`src/rtl/uart_bank_pkg.sv`:
```
// Shared definitions for the N-channel UART bank: register map, STATUS/CONTROL bit
// positions and the serial state encodings.
package uart_bank_pkg;

    localparam logic [1:0] REG_DATA   = 2'd0;
    localparam logic [1:0] REG_STATUS = 2'd1;
    localparam logic [1:0] REG_CTRL   = 2'd2;

    localparam int unsigned ST_RX_AVAIL    = 0;
    localparam int unsigned ST_TX_NOT_FULL = 1;
    localparam int unsigned ST_OVERRUN     = 2;
    localparam int unsigned ST_FRAME_ERR   = 3;
    localparam int unsigned ST_DCD         = 4;
    localparam int unsigned ST_CTS         = 5;
    localparam int unsigned ST_TX_IDLE     = 6;

    localparam int unsigned CTRL_RX_IRQ_EN = 0;
    localparam int unsigned CTRL_TX_IRQ_EN = 1;
    localparam int unsigned CTRL_FLOW_EN   = 2;

    typedef enum logic [1:0] {TxIdle, TxStart, TxData, TxStop} tx_state_e;
    typedef enum logic [1:0] {RxIdle, RxStart, RxData, RxStop} rx_state_e;

endpackage

```
`src/rtl/uart_bank_chan.sv`:
```
// One 8N1 UART channel: input synchronisers, RX and TX shifters, RX/TX FIFOs and the
// per-channel DATA/STATUS/CONTROL registers.
module uart_bank_chan
    import uart_bank_pkg::*;
#(
    parameter int unsigned BAUD_DIV   = 868,
    parameter int unsigned FIFO_DEPTH = 16
) (
    input  logic       clk,
    input  logic       rst,
    input  logic       clk_ena,
    input  logic       sel,
    input  logic       wr,
    input  logic [1:0] reg_addr,
    input  logic [7:0] wdata,
    output logic [7:0] rd_val,
    output logic       irq,
    input  logic       rxd,
    input  logic       cts_n,
    input  logic       dcd_n,
    output logic       txd,
    output logic       rts_n
);
    localparam int unsigned PW = $clog2(FIFO_DEPTH);
    localparam int unsigned CW = $clog2(BAUD_DIV);
    localparam logic [CW-1:0] BIT_END   = CW'(BAUD_DIV - 1);
    localparam logic [CW-1:0] HALF_END  = CW'(BAUD_DIV / 2 - 1);
    localparam logic [PW:0]   FIFO_FULL = (PW + 1)'(FIFO_DEPTH);
    localparam logic [PW:0]   RTS_LEVEL = (PW + 1)'(FIFO_DEPTH - 2);

    logic [1:0] rxd_sync_q, cts_sync_q, dcd_sync_q;
    logic       rx_prev_q;
    logic       rx_line, cts, dcd;

    logic       data_rd, data_wr, stat_rd, ctrl_wr;
    logic [2:0] ctrl_q;
    logic       overrun_q, frame_err_q;
    logic [7:0] status;

    logic [7:0]    rx_mem [FIFO_DEPTH];
    logic [PW:0]   rx_wptr_q, rx_rptr_q, rx_count;
    logic          rx_empty, rx_full, rx_pop, rx_wr_en, overrun_set;
    rx_state_e     rx_state_q;
    logic [CW-1:0] rx_cnt_q;
    logic [2:0]    rx_bit_q;
    logic [7:0]    rx_shift_q;
    logic          rx_bit_end, rx_push;

    logic [7:0]    tx_mem [FIFO_DEPTH];
    logic [PW:0]   tx_wptr_q, tx_rptr_q;
    logic          tx_empty, tx_full, tx_push, tx_pop, tx_go;
    logic [7:0]    tx_head;
    tx_state_e     tx_state_q;
    logic [CW-1:0] tx_cnt_q;
    logic [2:0]    tx_bit_q;
    logic [7:0]    tx_shift_q;
    logic          tx_bit_end, txd_q;

    always_ff @(posedge clk) begin
        if (!rst) begin
            rxd_sync_q <= 2'b11;
            cts_sync_q <= 2'b11;
            dcd_sync_q <= 2'b11;
            rx_prev_q  <= 1'b1;
        end else if (clk_ena) begin
            rxd_sync_q <= {rxd_sync_q[0], rxd};
            cts_sync_q <= {cts_sync_q[0], cts_n};
            dcd_sync_q <= {dcd_sync_q[0], dcd_n};
            rx_prev_q  <= rx_line;
        end
    end

    assign rx_line = rxd_sync_q[1];
    assign cts     = ~cts_sync_q[1];
    assign dcd     = ~dcd_sync_q[1];

    assign data_rd = sel && !wr && (reg_addr == REG_DATA);
    assign data_wr = sel &&  wr && (reg_addr == REG_DATA);
    assign stat_rd = sel && !wr && (reg_addr == REG_STATUS);
    assign ctrl_wr = sel &&  wr && (reg_addr == REG_CTRL);

    // RX FIFO: a push into a full FIFO survives only if the CPU pops in the same cycle.
    assign rx_count    = rx_wptr_q - rx_rptr_q;
    assign rx_empty    = (rx_wptr_q == rx_rptr_q);
    assign rx_full     = (rx_count == FIFO_FULL);
    assign rx_pop      = data_rd && !rx_empty;
    assign rx_wr_en    = rx_push && (!rx_full || rx_pop);
    assign overrun_set = rx_push && rx_full && !rx_pop;

    assign tx_empty = (tx_wptr_q == tx_rptr_q);
    assign tx_full  = ((tx_wptr_q - tx_rptr_q) == FIFO_FULL);
    assign tx_push  = data_wr && !tx_full;
    assign tx_head  = tx_mem[tx_rptr_q[PW-1:0]];
    assign tx_go    = !tx_empty && (!ctrl_q[CTRL_FLOW_EN] || cts);
    assign tx_pop   = tx_go && ((tx_state_q == TxIdle) || ((tx_state_q == TxStop) && tx_bit_end));

    always_ff @(posedge clk) begin
        if (clk_ena && rx_wr_en) rx_mem[rx_wptr_q[PW-1:0]] <= rx_shift_q;
        if (clk_ena && tx_push)  tx_mem[tx_wptr_q[PW-1:0]] <= wdata;
    end

    always_ff @(posedge clk) begin
        if (!rst) begin
            rx_wptr_q <= '0;
            rx_rptr_q <= '0;
            tx_wptr_q <= '0;
            tx_rptr_q <= '0;
        end else if (clk_ena) begin
            if (rx_wr_en) rx_wptr_q <= rx_wptr_q + 1'b1;
            if (rx_pop)   rx_rptr_q <= rx_rptr_q + 1'b1;
            if (tx_push)  tx_wptr_q <= tx_wptr_q + 1'b1;
            if (tx_pop)   tx_rptr_q <= tx_rptr_q + 1'b1;
        end
    end

    always_ff @(posedge clk) begin
        if (!rst) begin
            ctrl_q      <= '0;
            overrun_q   <= 1'b0;
            frame_err_q <= 1'b0;
        end else if (clk_ena) begin
            if (stat_rd) begin
                overrun_q   <= 1'b0;
                frame_err_q <= 1'b0;
            end
            if (overrun_set)           overrun_q   <= 1'b1;
            if (rx_push && !rx_line)   frame_err_q <= 1'b1;
            if (ctrl_wr)               ctrl_q      <= wdata[2:0];
        end
    end

    assign rx_bit_end = (rx_cnt_q == BIT_END);
    assign rx_push    = (rx_state_q == RxStop) && rx_bit_end;

    always_ff @(posedge clk) begin
        if (!rst) begin
            rx_state_q <= RxIdle;
            rx_cnt_q   <= '0;
            rx_bit_q   <= '0;
            rx_shift_q <= '0;
        end else if (clk_ena) begin
            rx_cnt_q <= rx_cnt_q + 1'b1;
            unique case (rx_state_q)
                RxIdle: begin
                    rx_cnt_q <= '0;
                    if (rx_prev_q && !rx_line) rx_state_q <= RxStart;
                end
                RxStart: begin
                    if (rx_cnt_q == HALF_END) begin
                        rx_cnt_q   <= '0;
                        rx_bit_q   <= '0;
                        rx_state_q <= rx_line ? RxIdle : RxData;
                    end
                end
                RxData: begin
                    if (rx_bit_end) begin
                        rx_cnt_q   <= '0;
                        rx_shift_q <= {rx_line, rx_shift_q[7:1]};
                        rx_bit_q   <= rx_bit_q + 3'd1;
                        if (rx_bit_q == 3'd7) rx_state_q <= RxStop;
                    end
                end
                RxStop: begin
                    if (rx_bit_end) begin
                        rx_cnt_q   <= '0;
                        rx_state_q <= RxIdle;
                    end
                end
                default: rx_state_q <= RxIdle;
            endcase
        end
    end

    assign tx_bit_end = (tx_cnt_q == BIT_END);

    always_ff @(posedge clk) begin
        if (!rst) begin
            tx_state_q <= TxIdle;
            tx_cnt_q   <= '0;
            tx_bit_q   <= '0;
            tx_shift_q <= '0;
            txd_q      <= 1'b1;
        end else if (clk_ena) begin
            tx_cnt_q <= tx_cnt_q + 1'b1;
            unique case (tx_state_q)
                TxIdle: begin
                    tx_cnt_q <= '0;
                    if (tx_go) begin
                        tx_state_q <= TxStart;
                        tx_shift_q <= tx_head;
                        txd_q      <= 1'b0;
                    end
                end
                TxStart: begin
                    if (tx_bit_end) begin
                        tx_cnt_q   <= '0;
                        tx_bit_q   <= '0;
                        tx_state_q <= TxData;
                        txd_q      <= tx_shift_q[0];
                    end
                end
                TxData: begin
                    if (tx_bit_end) begin
                        tx_cnt_q <= '0;
                        if (tx_bit_q == 3'd7) begin
                            tx_state_q <= TxStop;
                            txd_q      <= 1'b1;
                        end else begin
                            tx_bit_q   <= tx_bit_q + 3'd1;
                            tx_shift_q <= {1'b0, tx_shift_q[7:1]};
                            txd_q      <= tx_shift_q[1];
                        end
                    end
                end
                TxStop: begin
                    if (tx_bit_end) begin
                        tx_cnt_q <= '0;
                        if (tx_go) begin
                            tx_state_q <= TxStart;
                            tx_shift_q <= tx_head;
                            txd_q      <= 1'b0;
                        end else begin
                            tx_state_q <= TxIdle;
                        end
                    end
                end
                default: tx_state_q <= TxIdle;
            endcase
        end
    end

    assign txd = txd_q;

    always_comb begin
        status                 = '0;
        status[ST_RX_AVAIL]    = !rx_empty;
        status[ST_TX_NOT_FULL] = !tx_full;
        status[ST_OVERRUN]     = overrun_q;
        status[ST_FRAME_ERR]   = frame_err_q;
        status[ST_DCD]         = dcd;
        status[ST_CTS]         = cts;
        status[ST_TX_IDLE]     = (tx_state_q == TxIdle);
    end

    always_comb begin
        rd_val = '0;
        case (reg_addr)
            REG_DATA:   rd_val = rx_empty ? 8'h00 : rx_mem[rx_rptr_q[PW-1:0]];
            REG_STATUS: rd_val = status;
            REG_CTRL:   rd_val = {5'b0, ctrl_q};
            default:    rd_val = '0;
        endcase
    end

    assign irq   = (ctrl_q[CTRL_RX_IRQ_EN] && !rx_empty) || (ctrl_q[CTRL_TX_IRQ_EN] && tx_empty);
    assign rts_n = ctrl_q[CTRL_FLOW_EN] && (rx_count >= RTS_LEVEL);

endmodule

```
`src/rtl/uart_bank_n.sv`:
```
// NUM_CH-channel UART bank: decodes the channel from the register address, muxes the
// read data and registers the single-cycle acknowledge.
module uart_bank_n
    import uart_bank_pkg::*;
#(
    parameter int unsigned NUM_CH     = 2,
    parameter int unsigned BAUD_DIV   = 868,
    parameter int unsigned FIFO_DEPTH = 16
) (
    input  logic                      clk,
    input  logic                      rst,
    input  logic                      clk_ena,
    input  logic                      sel,
    input  logic                      wr,
    input  logic [$clog2(NUM_CH)+1:0] addr,
    input  logic [7:0]                wdata,
    output logic [7:0]                rdata,
    output logic                      ack,
    output logic [NUM_CH-1:0]         irq,
    input  logic [NUM_CH-1:0]         uart_rxd,
    input  logic [NUM_CH-1:0]         uart_cts_n,
    input  logic [NUM_CH-1:0]         uart_dcd_n,
    output logic [NUM_CH-1:0]         uart_txd,
    output logic [NUM_CH-1:0]         uart_rts_n
);
    localparam int unsigned AW  = $clog2(NUM_CH) + 2;
    localparam int unsigned CHW = (NUM_CH > 1) ? $clog2(NUM_CH) : 1;

    logic [CHW-1:0]    ch_idx;
    logic [NUM_CH-1:0] ch_sel;
    logic [7:0]        ch_rd [NUM_CH];
    logic [7:0]        rd_mux;

    if (NUM_CH > 1) begin : g_idx_multi
        assign ch_idx = addr[AW-1:2];
    end else begin : g_idx_single
        assign ch_idx = '0;
    end

    // Addresses beyond the last channel select nothing and read as 0.
    always_comb begin
        ch_sel = '0;
        rd_mux = '0;
        for (int i = 0; i < int'(NUM_CH); i++) begin
            if (ch_idx == CHW'(i)) begin
                ch_sel[i] = sel;
                rd_mux    = ch_rd[i];
            end
        end
    end

    for (genvar i = 0; i < int'(NUM_CH); i++) begin : g_chan
        uart_bank_chan #(
            .BAUD_DIV  (BAUD_DIV),
            .FIFO_DEPTH(FIFO_DEPTH)
        ) u_chan (
            .clk     (clk),
            .rst     (rst),
            .clk_ena (clk_ena),
            .sel     (ch_sel[i]),
            .wr      (wr),
            .reg_addr(addr[1:0]),
            .wdata   (wdata),
            .rd_val  (ch_rd[i]),
            .irq     (irq[i]),
            .rxd     (uart_rxd[i]),
            .cts_n   (uart_cts_n[i]),
            .dcd_n   (uart_dcd_n[i]),
            .txd     (uart_txd[i]),
            .rts_n   (uart_rts_n[i])
        );
    end

    always_ff @(posedge clk) begin
        if (!rst) begin
            ack   <= 1'b0;
            rdata <= '0;
        end else if (clk_ena) begin
            ack   <= sel;
            rdata <= (sel && !wr) ? rd_mux : 8'h00;
        end
    end

endmodule
```
`config.mk`:
```
export PLATFORM = sky130hd
export DESIGN_NAME = uart_bank_n
export DESIGN_NICKNAME = d
export VERILOG_FILES = /design/src/rtl/uart_bank_pkg.sv /design/src/rtl/uart_bank_chan.sv /design/src/rtl/uart_bank_n.sv
export SDC_FILE = /design/constraint.sdc
export NUM_CORES = 1
export LEC_CHECK = 0
export CAP_MARGIN = 20
export CORE_UTILIZATION = 50
export CTS_CLUSTER_DIAMETER = 100
export CTS_CLUSTER_SIZE = 8
export DETAILED_ROUTE_END_ITERATION = 16
export DONT_BUFFER_PORTS = 1
export PLACE_DENSITY_LB_ADDON = 0.05
export SYNTH_ARGS = -nofsm -noshare
export SYNTH_HDL_FRONTEND = slang
export SYNTH_SLANG_ARGS = --single-unit
```
`constraint.sdc`:
```
create_clock -name clk -period 3.4 [get_ports clk]
set_input_delay 0.17 -clock clk [delete_from_list [all_inputs] [get_ports clk]]
set_output_delay 0.17 -clock clk [all_outputs]
set_load 0.01 [all_outputs]
```
* Word level (Yosys, flattened, before mapping)
Memory sizes are Yosys's and may differ from the RTL's. A register that Yosys moved wholly into a read port is not among the register bits.
Index checks and enable logic that the tools add are counted.
** Storage, ports and cells
- Register bits :: 167
- Bits of input ports :: 22
- Memories :: 4
- Memory bits (writable) :: 512
** Operators by class
- Reductions and logical operators :: 115
- Magnitude comparators :: 2
- Equal/unequal tests :: 54
- $add $sub $neg :: 20
- Bitwise logic cells :: 4
- Multiplexer cells :: 104
** Memories
- g_chan[0].u_chan.rx_mem :: depth 16, width 8, rd ports 1, clocked after Yosys merged registers in 1, write ports 1, RTL line uart_bank_chan.sv:40 : logic [7:0] rx_mem [FIFO_DEPTH];
- g_chan[0].u_chan.tx_mem :: depth 16, width 8, rd ports 1, clocked after Yosys merged registers in 1, write ports 1, RTL line uart_bank_chan.sv:49 : logic [7:0] tx_mem [FIFO_DEPTH];
- g_chan[1].u_chan.rx_mem :: depth 16, width 8, rd ports 1, clocked after Yosys merged registers in 1, write ports 1, RTL line uart_bank_chan.sv:40
- g_chan[1].u_chan.tx_mem :: depth 16, width 8, rd ports 1, clocked after Yosys merged registers in 1, write ports 1, RTL line uart_bank_chan.sv:49
** Operators by type and width (count)
- $mux 8 :: 12
- $pmux 8 s3 :: 4
- $mux 10 :: 6
- $pmux 10 s3 :: 2
- $logic_and 1x1->1 :: 45
- $mux 2 :: 22
- $add 10x1->10 const B :: 4
- $add 5x1->5 const B :: 8
- $eq 10x10->1 const B :: 4
- $pmux 10 s2 :: 2
- $ne 2x1->1 const B :: 18
- $mux 4 :: 8
- $pmux 2 s4 :: 4
- $mux 3 :: 10
- $mux 1 :: 28
- $reduce_and 2->1 :: 14
- $pmux 3 s2 :: 4
- $reduce_and 6->1 :: 4
- $eq 10x9->1 const B :: 2
- $eq 5x5->1 :: 4
- $eq 5x5->1 const B :: 4
- $reduce_and 5->1 :: 4
- $sub 5x5->5 :: 4
- $eq 2x2->1 const B :: 9
- 16 further kinds :: 73

* Depth between registers and ports, before layout
Gate-level depths: netlist (run 1).
- Depth after elaboration :: 9
- Gate-level depth with buffers :: 11
- Depth with buffers taken out :: 10

* Hierarchy
Synthesis (run 1) repeated with hierarchy kept, for this count alone.
** Unflattened totals
- Cell total of the unflattened synthesis :: 1889
- Area, all modules :: 29037.8 um^2
** By module, submodules not included
- uart_bank_chan at g_chan[1].u_chan :: area an instance 14325.0 um^2, times used 1, cells each 930, sequential area each 9429.0 um^2
- uart_bank_chan at g_chan[0].u_chan :: area an instance 14308.7 um^2, times used 1, cells each 926, sequential area each 9429.0 um^2
- uart_bank_n :: area an instance 404.1 um^2, times used 1, cells each 33, sequential area each 180.2 um^2

* Worst setup path before layout (run 1)
Ideal clock, no wire load.
- Path type :: register -> register
- From :: register g_chan[0].u_chan.tx_rptr_q[2]
- To :: memory g_chan[0].u_chan.tx_mem[0][0], enable pin
- Stages on the path, launching flop included :: 10
- Arrival :: 2.643 ns
- Slack :: 0.374 ns
- Clock period less this slack :: 3.026 ns
- Cells stage by stage :: dfxtp_1 inv_1 ha_1 and3b_1 o211a_1 o2111a_1 nor4_4 clkbuf_1 nand2_1 nor3_1
** Between the ends
- Longest elaborated chain between the ends :: 7
** RTL lines
- start, declared :: RTL line uart_bank_chan.sv:50 : logic [PW:0] tx_wptr_q, tx_rptr_q;
- start signal, assigned :: RTL line uart_bank_chan.sv:112 : if (tx_pop) tx_rptr_q <= tx_rptr_q + 1'b1;
- $sub 5x5->5 :: RTL line uart_bank_chan.sv:91 : assign tx_full = ((tx_wptr_q - tx_rptr_q) == FIFO_FULL);
- $eq 5x5->1 :: RTL line uart_bank_chan.sv:91
- $logic_not 1->1 :: RTL line uart_bank_chan.sv:92 : assign tx_push = data_wr && !tx_full;
- $logic_and 1x1->1 :: RTL line uart_bank_chan.sv:92
- $logic_and 1x1->1 :: RTL line uart_bank_chan.sv:99 : if (clk_ena && tx_push) tx_mem[tx_wptr_q[PW-1:0]] <= wdata;
- $mux 1 :: RTL line uart_bank_chan.sv:99
- $mux 1 (implied by the code) :: RTL line uart_bank_chan.sv:99
- end, declared :: RTL line uart_bank_chan.sv:49
Every way passes these cells.

* Worst setup path after layout (run 1)
- From :: register g_chan[0].u_chan.rx_wptr_q[0]
- To :: memory g_chan[0].u_chan.rx_mem[12][3], enable pin
** Between the ends
- Longest elaborated chain between the ends :: 8
- Elaborated cells on any way between the ends :: 11
- Those cells by class :: add/sub (1); eq/ne (2); mux (2); reduce/logical (6)
** RTL lines
- start, declared :: RTL line uart_bank_chan.sv:41 : logic [PW:0] rx_wptr_q, rx_rptr_q, rx_count;
- start signal, assigned :: RTL line uart_bank_chan.sv:109 : if (rx_wr_en) rx_wptr_q <= rx_wptr_q + 1'b1;
- $sub 5x5->5 / $eq 5x5->1 (equally long branches) :: RTL line uart_bank_chan.sv:83, uart_bank_chan.sv:84
- $eq 5x5->1 / $logic_not 1->1 (equally long branches) :: RTL line uart_bank_chan.sv:85, uart_bank_chan.sv:86
- $logic_not 1->1 / $logic_and 1x1->1 (equally long branches) :: RTL line uart_bank_chan.sv:87, uart_bank_chan.sv:86
- $logic_or 1x1->1 :: RTL line uart_bank_chan.sv:87 : assign rx_wr_en = rx_push && (!rx_full || rx_pop);
- $logic_and 1x1->1 :: RTL line uart_bank_chan.sv:87
- $logic_and 1x1->1 :: RTL line uart_bank_chan.sv:98 : if (clk_ena && rx_wr_en) rx_mem[rx_wptr_q[PW-1:0]] <= rx_shift_q;
- $mux 1 :: RTL line uart_bank_chan.sv:98
- $mux 1 (implied by the code) :: RTL line uart_bank_chan.sv:98
- end, declared :: RTL line uart_bank_chan.sv:40
Parallel ways exist; a longest one is shown, timed or not.

==> impl_metrics.json, run 1 <==
{
  "cts_root_buf": "clkbuf_16",
  "crit_path_start": "g_chan[0].u_chan.rx_wptr_q[0]$_SDFFE_PN0P_",
  "dr.first_iter.drc_count": 1430,
  "timing.setup.tns_ns": 0,
  "status": "finished clean",
  "r2r-start": "g_chan[0].u_chan.rx_wptr_q[0]$_SDFFE_PN0P_",
  "final_layout_size_suffix_gt1_share_pct": 15.8,
  "wl_um": 69700,
  "finalHoldViolations": 0,
  "syn_to_final_growth_pct": 14.7,
  "grt_pass1_vias": 16500,
  "cts_tree": "yes",
  "worst_pin_slew_ns": 1.07,
  "slowest_stage": "fa_1",
  "placed_cell_area_sq_um": 30000,
  "rr_worst_depth": 11,
  "max-cap-violations": 0,
  "cts_sinks": 695,
  "nNetsFinal": 2095,
  "via_per_inst": 5.86,
  "track_usage_pct": 24.1,
  "p_leak_uw": 0.0119,
  "synth_fa_ha_area_share_pct": 3.16,
  "synth_top_family_by_area": "multiplexers",
  "io_buffers": 0,
  "numCtsBuffers": 96,
  "postLayoutCoreUtil_pct": 58.6,
  "dieArea_sq_um": 59000,
  "fin_crit_sh_pct": 92.4,
  "start_util_pct": 51.1,
  "wire_per_inst_um": 24.7,
  "cp.required_ns": 3.67,
  "drtAntennaViolNets": 0,
  "antenna_found_initial": 3,
  "setup_violations": 0,
  "critPathCaptureType": "flop",
  "die_x_um": 243,
  "powerDensity_nw_per_um2": 547,
  "synthXorXnorAreaFrac_pct": 1.89,
  "grt_overflow": 0,
  "post_cts_buffers": 0,
  "die_h_um": 243,
  "yosys.area_share.simple_pct": 8.74,
  "ys_seq_area_share_pct": 65.6,
  "wl_met3_um": 5500,
  "met1_length_um": 31100,
  "pin_count": 37,
  "path_clk_slew_ns": 0.06,
  "cp.arrival_ns": 3.42,
  "clk_latency_ns": 0.63,
  "globalplace.congestion": 0.843,
  "htree_levels": 3,
  "grt_max_degree": 84,
  "num_rows": 87,
  "final_cell_area_sq_um": 33300,
  "syn_nets": 1995,
  "coreArea_sq_um": 56800,
  "ys_warn_count": 0,
  "met2_wirelength_um": 31500,
  "crit_path_cell_trace": "inv_1 > ha_1 > inv_1 > fa_1 > a21o_1 > a21oi_1 > xor2_1 > and4bb_1 > a21oi_1 > buf_4 > and3_1",
  "yosys_most_used_dff": "edfxtp_1",
  "top_layer": "met4",
  "synthMuxAreaShare_pct": 14.0,
  "firstDrtPassIters": 5,
  "nFillCells": 4426,
  "num_vias": 16600,
  "synth.ff_latch_count": 695,
  "avgSynthCellArea_sq_um": 15.3,
  "fmax_mhz": 318,
  "slew_viol_final": 0,
  "slew_headroom_pct": 28.7,
  "path_class": "reg -> reg",
  "hold_path.class": "in -> reg",
  "hold_path.startpoint": "addr[1]",
  "grt_pass1_wl_um": 106000,
  "hpwl_um": 44300,
  "min_period_ns": 3.14,
  "regToRegSetupSlack_ns": 0.26,
  "peakVddDrop_mv": 0.436,
  "clock_skew_ns": 0.0190,
  "cts_buffer_depth": 3,
  "synth_edf_count": 512,
  "cpPeakStageDelay_ns": 0.45,
  "drc": 0,
  "cp_max_fo": 16,
  "synthCells": 1901,
  "whs_path_depth": 3,
  "rsz0062_at_grt": "false",
  "yosys.cell_types.count": 76,
  "syn_area_sq_um": 29000,
  "cp-start-kind": "flop",
  "synth-compound-area-share_pct": 4.62,
  "async_flop_share_pct": 0
}
[power breakdown]
group	switching, uW	leakage (uW)	internal, uW
Clock	3450	0.00131	5320
Sequential	27.4	0.00676	9070
Combinational	218	0.00381	136
[what timing repair did]
action | CTS | global route
hold endpoints to repair | 395 | 0
endpoints found under the setup margin | 0 | 2
resized for setup | 0 | 1
hold buffers | 44 | 0
[layout make-up]
type                       count  area (sq um)  share of cell area [%]
antenna                        2          5.00                  0.0150
clock buffer                 158          2680                    8.05
clock inverter                 5          73.8                   0.222
inverter                      46           173                   0.519
multi-input combinational   1067          9400                    28.2
sequential                   695         19000                    57.2
tap                          756           946                    2.84
timing repair buffer          95           963                    2.90
[synthesized netlist by cell type, drive strengths merged, types with 5 or more instances]
| master | instances | area [sq um] |
|---|---|---|
| buf | 35 | 193 |
| nand3 | 28 | 140 |
| o31ai | 5 | 37.5 |
| or3 | 10 | 62.6 |
| a21o | 5 | 37.5 |
| o21a | 6 | 45.0 |
| nand2b | 17 | 106 |
| nor2b | 33 | 206 |
| nand4 | 28 | 175 |
| clkbuf | 58 | 219 |
| nor2 | 121 | 454 |
| mux4 | 146 | 3300 |
| xnor2 | 25 | 219 |
| and2 | 10 | 62.6 |
| o21ai | 50 | 250 |
| dfxtp | 183 | 3660 |
| nor3 | 19 | 95.1 |
| nand2 | 129 | 484 |
| a21oi | 81 | 409 |
| edfxtp | 512 | 15400 |
| mux2i | 73 | 731 |
| xor2 | 35 | 307 |
| a211oi | 16 | 120 |
| o211ai | 5 | 37.5 |
| ha | 70 | 876 |
| inv | 45 | 169 |
| and3 | 70 | 438 |
[kinds of logic after synthesis]
| family | count (synthesis) |
|---|---|
| DFF | 695 |
| and+or+nand+nor | 498 |
| muxes | 221 |
| AOI/OAI and AO/OA | 215 |
| buffers and inverters | 139 |
| adders and majority gates | 72 |
| xor gates and xnor gates | 61 |
[state kept, by name, summed over array words and instances, names as in the netlist, 6 cells and up, named ones only]
signal                    cells
g_chan.u_chan.rx_cnt_q       20
g_chan.u_chan.tx_bit_q        6
g_chan.u_chan.ctrl_q          6
g_chan.u_chan.tx_wptr_q      10
rdata                         8
g_chan.u_chan.rx_shift_q     16
g_chan.u_chan.tx_cnt_q       20
g_chan.u_chan.rx_bit_q        6
g_chan.u_chan.rx_mem        256
g_chan.u_chan.rx_wptr_q      10
g_chan.u_chan.tx_mem        256
g_chan.u_chan.tx_shift_q     16
g_chan.u_chan.tx_rptr_q      10
g_chan.u_chan.rx_rptr_q      10
[layout by cell type, fill, tap and decap left out, types with 48 or more instances in the layout]
| cell type | synthesis | routed |
|---|---|---|
| dfxtp_1 | 183 | 179 |
| edfxtp_1 | 512 | 512 |
| ha_1 | 70 | 70 |
| and3_1 | 70 | 69 |
| mux2i_1 | 73 | 73 |
| nand2_1 | 129 | 129 |
| clkbuf_16 | 0 | 98 |
| clkbuf_1 | 57 | 60 |
| a21oi_1 | 80 | 80 |
| buf_4 | 8 | 48 |
| mux4_2 | 144 | 144 |
| nor2_1 | 121 | 121 |
[critical path, delay by kind of cell, from the launching register on]
family	cells	cell delay, ns
flops	1	0.35
fa+ha+maj	2	0.63
simple gates	2	0.71
compound gates	3	0.54
buf+inv	3	0.44
xor+xnor	1	0.10
[per-layer routing]
layer	global-route usage [%]	up-vias
met5	0	-
met4	6.29	0
met3	6.55	97
met2	36.3	586
met1	34.8	8373
li1	-	7502
[metrics by stage]
stage | cells | setup WS [ns] | hold slack (ns) | power, uW
floorplan | 1901 | 0.374 | 0.269 | 9430
global placement | 2614 | 0.367 | 0.240 | 9460
detailed placement | 2614 | 0.274 | 0.244 | 9460
CTS | 2821 | 0.243 | 0.00260 | 18400
global route | 2822 | 0.00543 | 0.0340 | 18800
finish | 2824 | 0.259 | 0.0378 | 18200
[path summary, 6_finish.rpt]
| path | end |
|---|---|
| hold / removal | rdata[0]$_SDFFE_PN0P_ |
| setup / recovery | g_chan[0].u_chan.rx_mem[12][3]$_DFFE_PP_ |
| setup reg to reg | g_chan[0].u_chan.rx_mem[12][3]$_DFFE_PP_ |
| hold reg to reg | g_chan[1].u_chan.tx_bit_q[1]$_SDFFE_PN0P_ |
(Power assumes the default switching activity.)
==> inputs of run 2 (changes only) <==
--- a/config.mk
+++ b/config.mk
@@ -6,7 +6,9 @@
 export NUM_CORES = 1
 export LEC_CHECK = 0
 export CAP_MARGIN = 20
-export CORE_UTILIZATION = 50
+export CELL_PAD_IN_SITES_DETAIL_PLACEMENT = 0
+export CELL_PAD_IN_SITES_GLOBAL_PLACEMENT = 1
+export CORE_UTILIZATION = 54
 export CTS_CLUSTER_DIAMETER = 100
 export CTS_CLUSTER_SIZE = 8
 export DETAILED_ROUTE_END_ITERATION = 16
==> run 2 against run 1 <==
  * Worst hold slack got worse by 0.0033 ns
  * Combinational power down 2%
  * Utilization grew 3.9 points
  * Largest power group unchanged
  * Non-clock buffer count down 19
  * Worst setup slack gained 0.010 ns
  * Highest routed layer is now met5
==> impl_metrics.json, run 2 (synthesized netlist as in run 1, its figures left out) <==
{
  "status": "finished clean",
  "num_rows": 84,
  "slew_headroom_pct": 32.7,
  "rsz0062_at_grt": "false",
  "num_vias": 16300,
  "cts_buffer_depth": 3,
  "globalplace.congestion": 0.843,
  "cts_root_buf": "clkbuf_16",
  "clock_skew_ns": 0.0206,
  "cts-resized-gates": 0,
  "track_usage_pct": 24.8,
  "crit_path_cell_trace": "inv_1 > ha_1 > inv_1 > fa_1 > a21o_1 > a21oi_1 > xor2_1 > and4bb_1 > a21oi_1 > buf_4 > and3_1",
  "postLayoutCoreUtil_pct": 62.4,
  "post_cts_buffers": 0,
  "grt_max_degree": 76,
  "hpwl_um": 41500,
  "cts_sinks": 695,
  "antenna_found_initial": 1,
  "final_cell_mix": "512 x edfxtp_1, 179 x dfxtp_1, 144 x mux4_2",
  "dieArea_sq_um": 54700,
  "nNetsFinal": 2076,
  "drc": 0,
  "io_buffers": 0,
  "via_per_inst": 6.00,
  "fmax_mhz": 319,
  "ctsHoldBuffers": 41,
  "peakVddDrop_mv": 0.447,
  "critPathCaptureType": "flop",
  "fin_crit_sh_pct": 92.1,
  "timing.setup.tns_ns": 0,
  "max-cap-violations": 0,
  "finalHoldViolations": 0,
  "dr.first_iter.drc_count": 1290,
  "grt_pass1_wl_um": 100000,
  "hold_path.class": "in -> reg",
  "clk_latency_ns": 0.64,
  "htree_levels": 3,
  "path_clk_slew_ns": 0.05,
  "die_h_um": 234,
  "antenna_cells": 0,
  "cp_max_fo": 16,
  "cp.required_ns": 3.69,
  "powerDensity_nw_per_um2": 550,
  "drtAntennaViolNets": 0,
  "path_class": "reg -> reg",
  "p_total_uw": 18200,
  "setup_violations": 0,
  "grt_pass1_vias": 16400,
  "final_layout_size_suffix_gt1_share_pct": 15.1,
  "start_util_pct": 54.9,
  "cts_tree": "yes",
  "cp.arrival_ns": 3.42,
  "wl_um": 65200,
  "slew_viol_final": 0,
  "firstDrtPassIters": 7,
  "pin_count": 37,
  "final_common_cell": "edfxtp_1",
  "grt_overflow": 0,
  "cp-start-kind": "flop",
  "worst_pin_slew_ns": 1.01,
  "finalNonFillerCells": 2723,
  "p_leak_uw": 0.0118,
  "min_period_ns": 3.13,
  "syn_to_final_growth_pct": 13.8,
  "wire_per_inst_um": 24.0,
  "die_x_um": 234,
  "slowest_stage": "fa_1",
  "coreArea_sq_um": 52900,
  "numCtsBuffers": 96,
  "dp.cells": 2529,
  "cpPeakStageDelay_ns": 0.46
}
[run 2: changes by cell type in the layout (fill, tap and decap cells not counted), sizes merged]
cell,before,now
buf,60,43
diode,2,0
clkinv,2,3
dlygate4sd3,34,32
clkbuf,159,148
inv,49,47
[run 2: metrics by stage]
step / worst slack [ns] / area (sq um) / hold WS (ns)
6_report: 0.269 / 33000 / 0.0345
5_1_grt: 0.0784 / 33000 / 0.0607
4_1_cts: 0.290 / 33000 / 0.00167
3_5_place_dp: 0.287 / 29700 / 0.242
3_3_place_gp: 0.376 / 29700 / 0.240
2_1_floorplan: 0.374 / 29000 / 0.269
[run 2: worst max-delay path, delay by kind of cell (launching register included)]
kind | cells | cell delay [ns]
buffers and inverters | 3 | 0.46
adder cells (fa/ha/maj) | 2 | 0.65
XOR/XNOR | 1 | 0.10
AND/OR/NAND/NOR | 2 | 0.72
flip-flops | 1 | 0.35
AO/OA/AOI/OAI | 3 | 0.52
[run 2: final timing paths]
check	depth (start not counted)	slack [ns]	start	endpoint
worst min register to register	2	0.45	g_chan[1].u_chan.tx_shift_q[7]$_SDFFE_PN0P_	g_chan[1].u_chan.tx_shift_q[7]$_SDFFE_PN0P_
worst max-delay path	11	0.27	g_chan[0].u_chan.rx_wptr_q[0]$_SDFFE_PN0P_	g_chan[0].u_chan.rx_mem[13][0]$_DFFE_PP_
worst max register to register	11	0.27	g_chan[0].u_chan.rx_wptr_q[0]$_SDFFE_PN0P_	g_chan[0].u_chan.rx_mem[13][0]$_DFFE_PP_
worst min-delay path	5	0.03	wr	rdata[2]$_SDFFE_PN0P_
[run 2: power breakdown]
group          leakage, uW  total, uW  switching (uW)  internal, uW
registers          0.00676       9100            22.8          9070
logic              0.00370        346             213           133
clock network      0.00131       8720            3410          5300
[run 2: final cells by class]
| type | instances | area, sq um |
|---|---|---|
| clock buffers | 147 | 2660 |
| inverters | 46 | 173 |
| fillers | 3843 | 19900 |
| flip-flops and latches | 695 | 19000 |
| well taps | 688 | 861 |
| multi-input cells | 1067 | 9390 |
| repair buffers | 76 | 808 |
| clock inverters | 4 | 75.1 |
[run 2: routing by layer]
layer / wire length [um] / up-vias / GRT usage, %
met3: 3770 / 90 / 5.14
li1: - / 7480 / -
met5: 45 / - / 0
met4: 1320 / 6 / 6.70
met1: 28200 / 8316 / 34.1
met2: 31900 / 441 / 40.2
==> inputs of run 3 (changes only) <==
--- a/config.mk
+++ b/config.mk
@@ -8,8 +8,8 @@
 export CAP_MARGIN = 20
 export CELL_PAD_IN_SITES_DETAIL_PLACEMENT = 0
 export CELL_PAD_IN_SITES_GLOBAL_PLACEMENT = 1
-export CORE_UTILIZATION = 54
-export CTS_CLUSTER_DIAMETER = 100
+export CORE_UTILIZATION = 56
+export CTS_BUF_LIST = sky130_fd_sc_hd__clkbuf_8
 export CTS_CLUSTER_SIZE = 8
 export DETAILED_ROUTE_END_ITERATION = 16
 export DONT_BUFFER_PORTS = 1
==> run 3 against run 2 <==
  * Non-clock buffer count up 10
  * Via count rose by 0.69%
  * Clock power fell by 24%
  * Global-route usage grew 0.050 points
  * Routed wire length is 2.1% lower
  * Flip-flop and latch count is the same
  * Die area fell by 3.5%
  * Sequential share of layout area rose by 1.0 points
  * Critical path depth shrank 2
  * Largest cell class unchanged
  * Critical path type is now reg -> out
==> impl_metrics.json, run 3 (synthesized netlist as in run 1, its figures left out) <==
{
  "status": "finished clean",
  "cp.arrival_ns": 2.98,
  "final_common_cell": "edfxtp_1",
  "rsz0062_at_grt": "false",
  "slew_viol_final": 0,
  "dr.first_iter.drc_count": 1232,
  "cp_max_fo": 5,
  "die_h_um": 230,
  "clock_skew_ns": 0.0193,
  "p_leak_uw": 0.0118,
  "coreArea_sq_um": 51200,
  "hold_path.class": "in -> reg",
  "timing.setup.tns_ns": 0,
  "grt_max_degree": 76,
  "min_to": "rdata[0]$_SDFFE_PN0P_",
  "peakVddDrop_mv": 0.581,
  "final_layout_size_suffix_gt1_share_pct": 16.9,
  "worst_path_most_repeated_cell": "inv_1",
  "cpPeakStageDelay_ns": 0.46,
  "wl_um": 63800,
  "via_per_inst": 5.91,
  "track_usage_pct": 24.8,
  "min_period_ns": 3.15,
  "io_buffers": 0,
  "worst_pin_slew_ns": 1.15,
  "cp.required_ns": 3.23,
  "max-cap-violations": 0,
  "globalplace.congestion": 0.861,
  "num_vias": 16400,
  "grt_overflow": 0,
  "rr_worst_depth": 11,
  "crit_path_cell_trace": "inv_1 > ha_1 > inv_1 > fa_1 > a21o_1 > a21oi_1 > xor2_1 > a41oi_1 > nor2b_1",
  "cts_buffer_depth": 3,
  "syn_to_final_growth_pct": 11.8,
  "critPathCaptureType": "primary output",
  "numCtsBuffers": 111,
  "start_util_pct": 56.7,
  "r2r-start": "g_chan[0].u_chan.rx_wptr_q[0]$_SDFFE_PN0P_",
  "hpwl_um": 40900,
  "cts_root_buf": "clkbuf_8",
  "pin_count": 37,
  "rr_endpoint": "g_chan[0].u_chan.rx_mem[6][4]$_DFFE_PP_",
  "fin_crit_sh_pct": 92.6,
  "nNetsFinal": 2101,
  "slew_headroom_pct": 22.8,
  "firstDrtPassIters": 5,
  "num_rows": 83,
  "wire_per_inst_um": 22.9,
  "cts-resized-gates": 0,
  "cts_tree": "yes",
  "drc": 0,
  "crit_path_start": "g_chan[0].u_chan.rx_wptr_q[0]$_SDFFE_PN0P_",
  "dieArea_sq_um": 52700,
  "path_clk_slew_ns": 0.07,
  "regToRegSetupSlack_ns": 0.28,
  "whs_ns": 0.0509,
  "hold_path.startpoint": "addr[0]",
  "grt_pass1_wl_um": 98300,
  "clk_latency_ns": 0.70,
  "path_class": "reg -> out",
  "cts_sinks": 695,
  "die_x_um": 230,
  "htree_levels": 3,
  "slowest_stage": "fa_1",
  "grt_pass1_vias": 16600,
  "whs_path_depth": 3,
  "final_cell_mix": "512 x edfxtp_1, 179 x dfxtp_1, 144 x mux4_2",
  "postLayoutCoreUtil_pct": 63.4,
  "setup_violations": 0,
  "antenna_found_initial": 4,
  "powerDensity_nw_per_um2": 495,
  "finalHoldViolations": 0,
  "drtAntennaViolNets": 0,
  "fmax_mhz": 318,
  "cp-start-kind": "flop"
}
[run 3: layer usage]
metal  vias to the layer above  wire length [um]  GRT usage [%]  share of wire, %
met1                      8274             27000           34.0                42
met3                       104              4610           5.30               7.2
met2                       541             30700           39.7                48
met4                         2              1470           8.33               2.3
li1                       7525                 -              -                 -
met5                         -                13              0             0.020
[run 3: through the flow]
stage,setup WS (ns),cells,area [sq um],total power [uW]
2_1_floorplan,0.374,1901,29000,9430
3_3_place_gp,0.372,2532,29800,9460
6_report,0.253,2782,32400,16000
4_1_cts,0.212,2777,32400,16200
3_5_place_dp,0.305,2532,29800,9460
5_1_grt,0.0466,2782,32400,16600
[run 3: timing repair]
| item | in CTS | in global routing |
|---|---|---|
| setup buffers | 0 | 0 |
| hold buffers | 39 | 0 |
| endpoints found under the hold margin | 425 | 0 |
[run 3: report_power, final]
part / switching (uW) / total (uW) / internal (uW)
Clock: 3200 / 6620 / 3420
Combinational: 212 / 346 / 134
Sequential: 25.8 / 9080 / 9060
[run 3: area by class of cell]
type,instances,area (sq um)
clock buffers,125,1720
inverters,46,173
well taps,680,851
diodes,2,5.00
multi-input cells,1067,9390
clock inverters,81,357
repair buffers,86,901
flip-flops and latches,695,19000
fillers,3742,18800
[run 3: worst max-delay path: cells and delay by family, from the launching register on]
kind	cells	cell delay, ns
XOR/XNOR	1	0.19
AO/OA/AOI/OAI	3	0.42
buffers and inverters	2	0.21
adder cells (fa/ha/maj)	2	0.65
AND/OR/NAND/NOR	1	0.45
flip-flops	1	0.35
[run 3: worst max-delay path by stage]
| stage | endpoint | slack, ns | depth (start not counted) |
|---|---|---|---|
| finish | uart_rts_n[0] | 0.25 | 9 |
| global route | g_chan[0].u_chan.rx_mem[6][7]$_DFFE_PP_ | 0.05 | 11 |
| CTS | uart_rts_n[0] | 0.21 | 9 |
| detailed placement | g_chan[0].u_chan.rx_mem[6][1]$_DFFE_PP_ | 0.31 | 11 |
| global placement | g_chan[0].u_chan.rx_mem[4][5]$_DFFE_PP_ | 0.37 | 11 |
| floorplan | g_chan[0].u_chan.tx_mem[0][0]$_DFFE_PP_ | 0.37 | 9 |
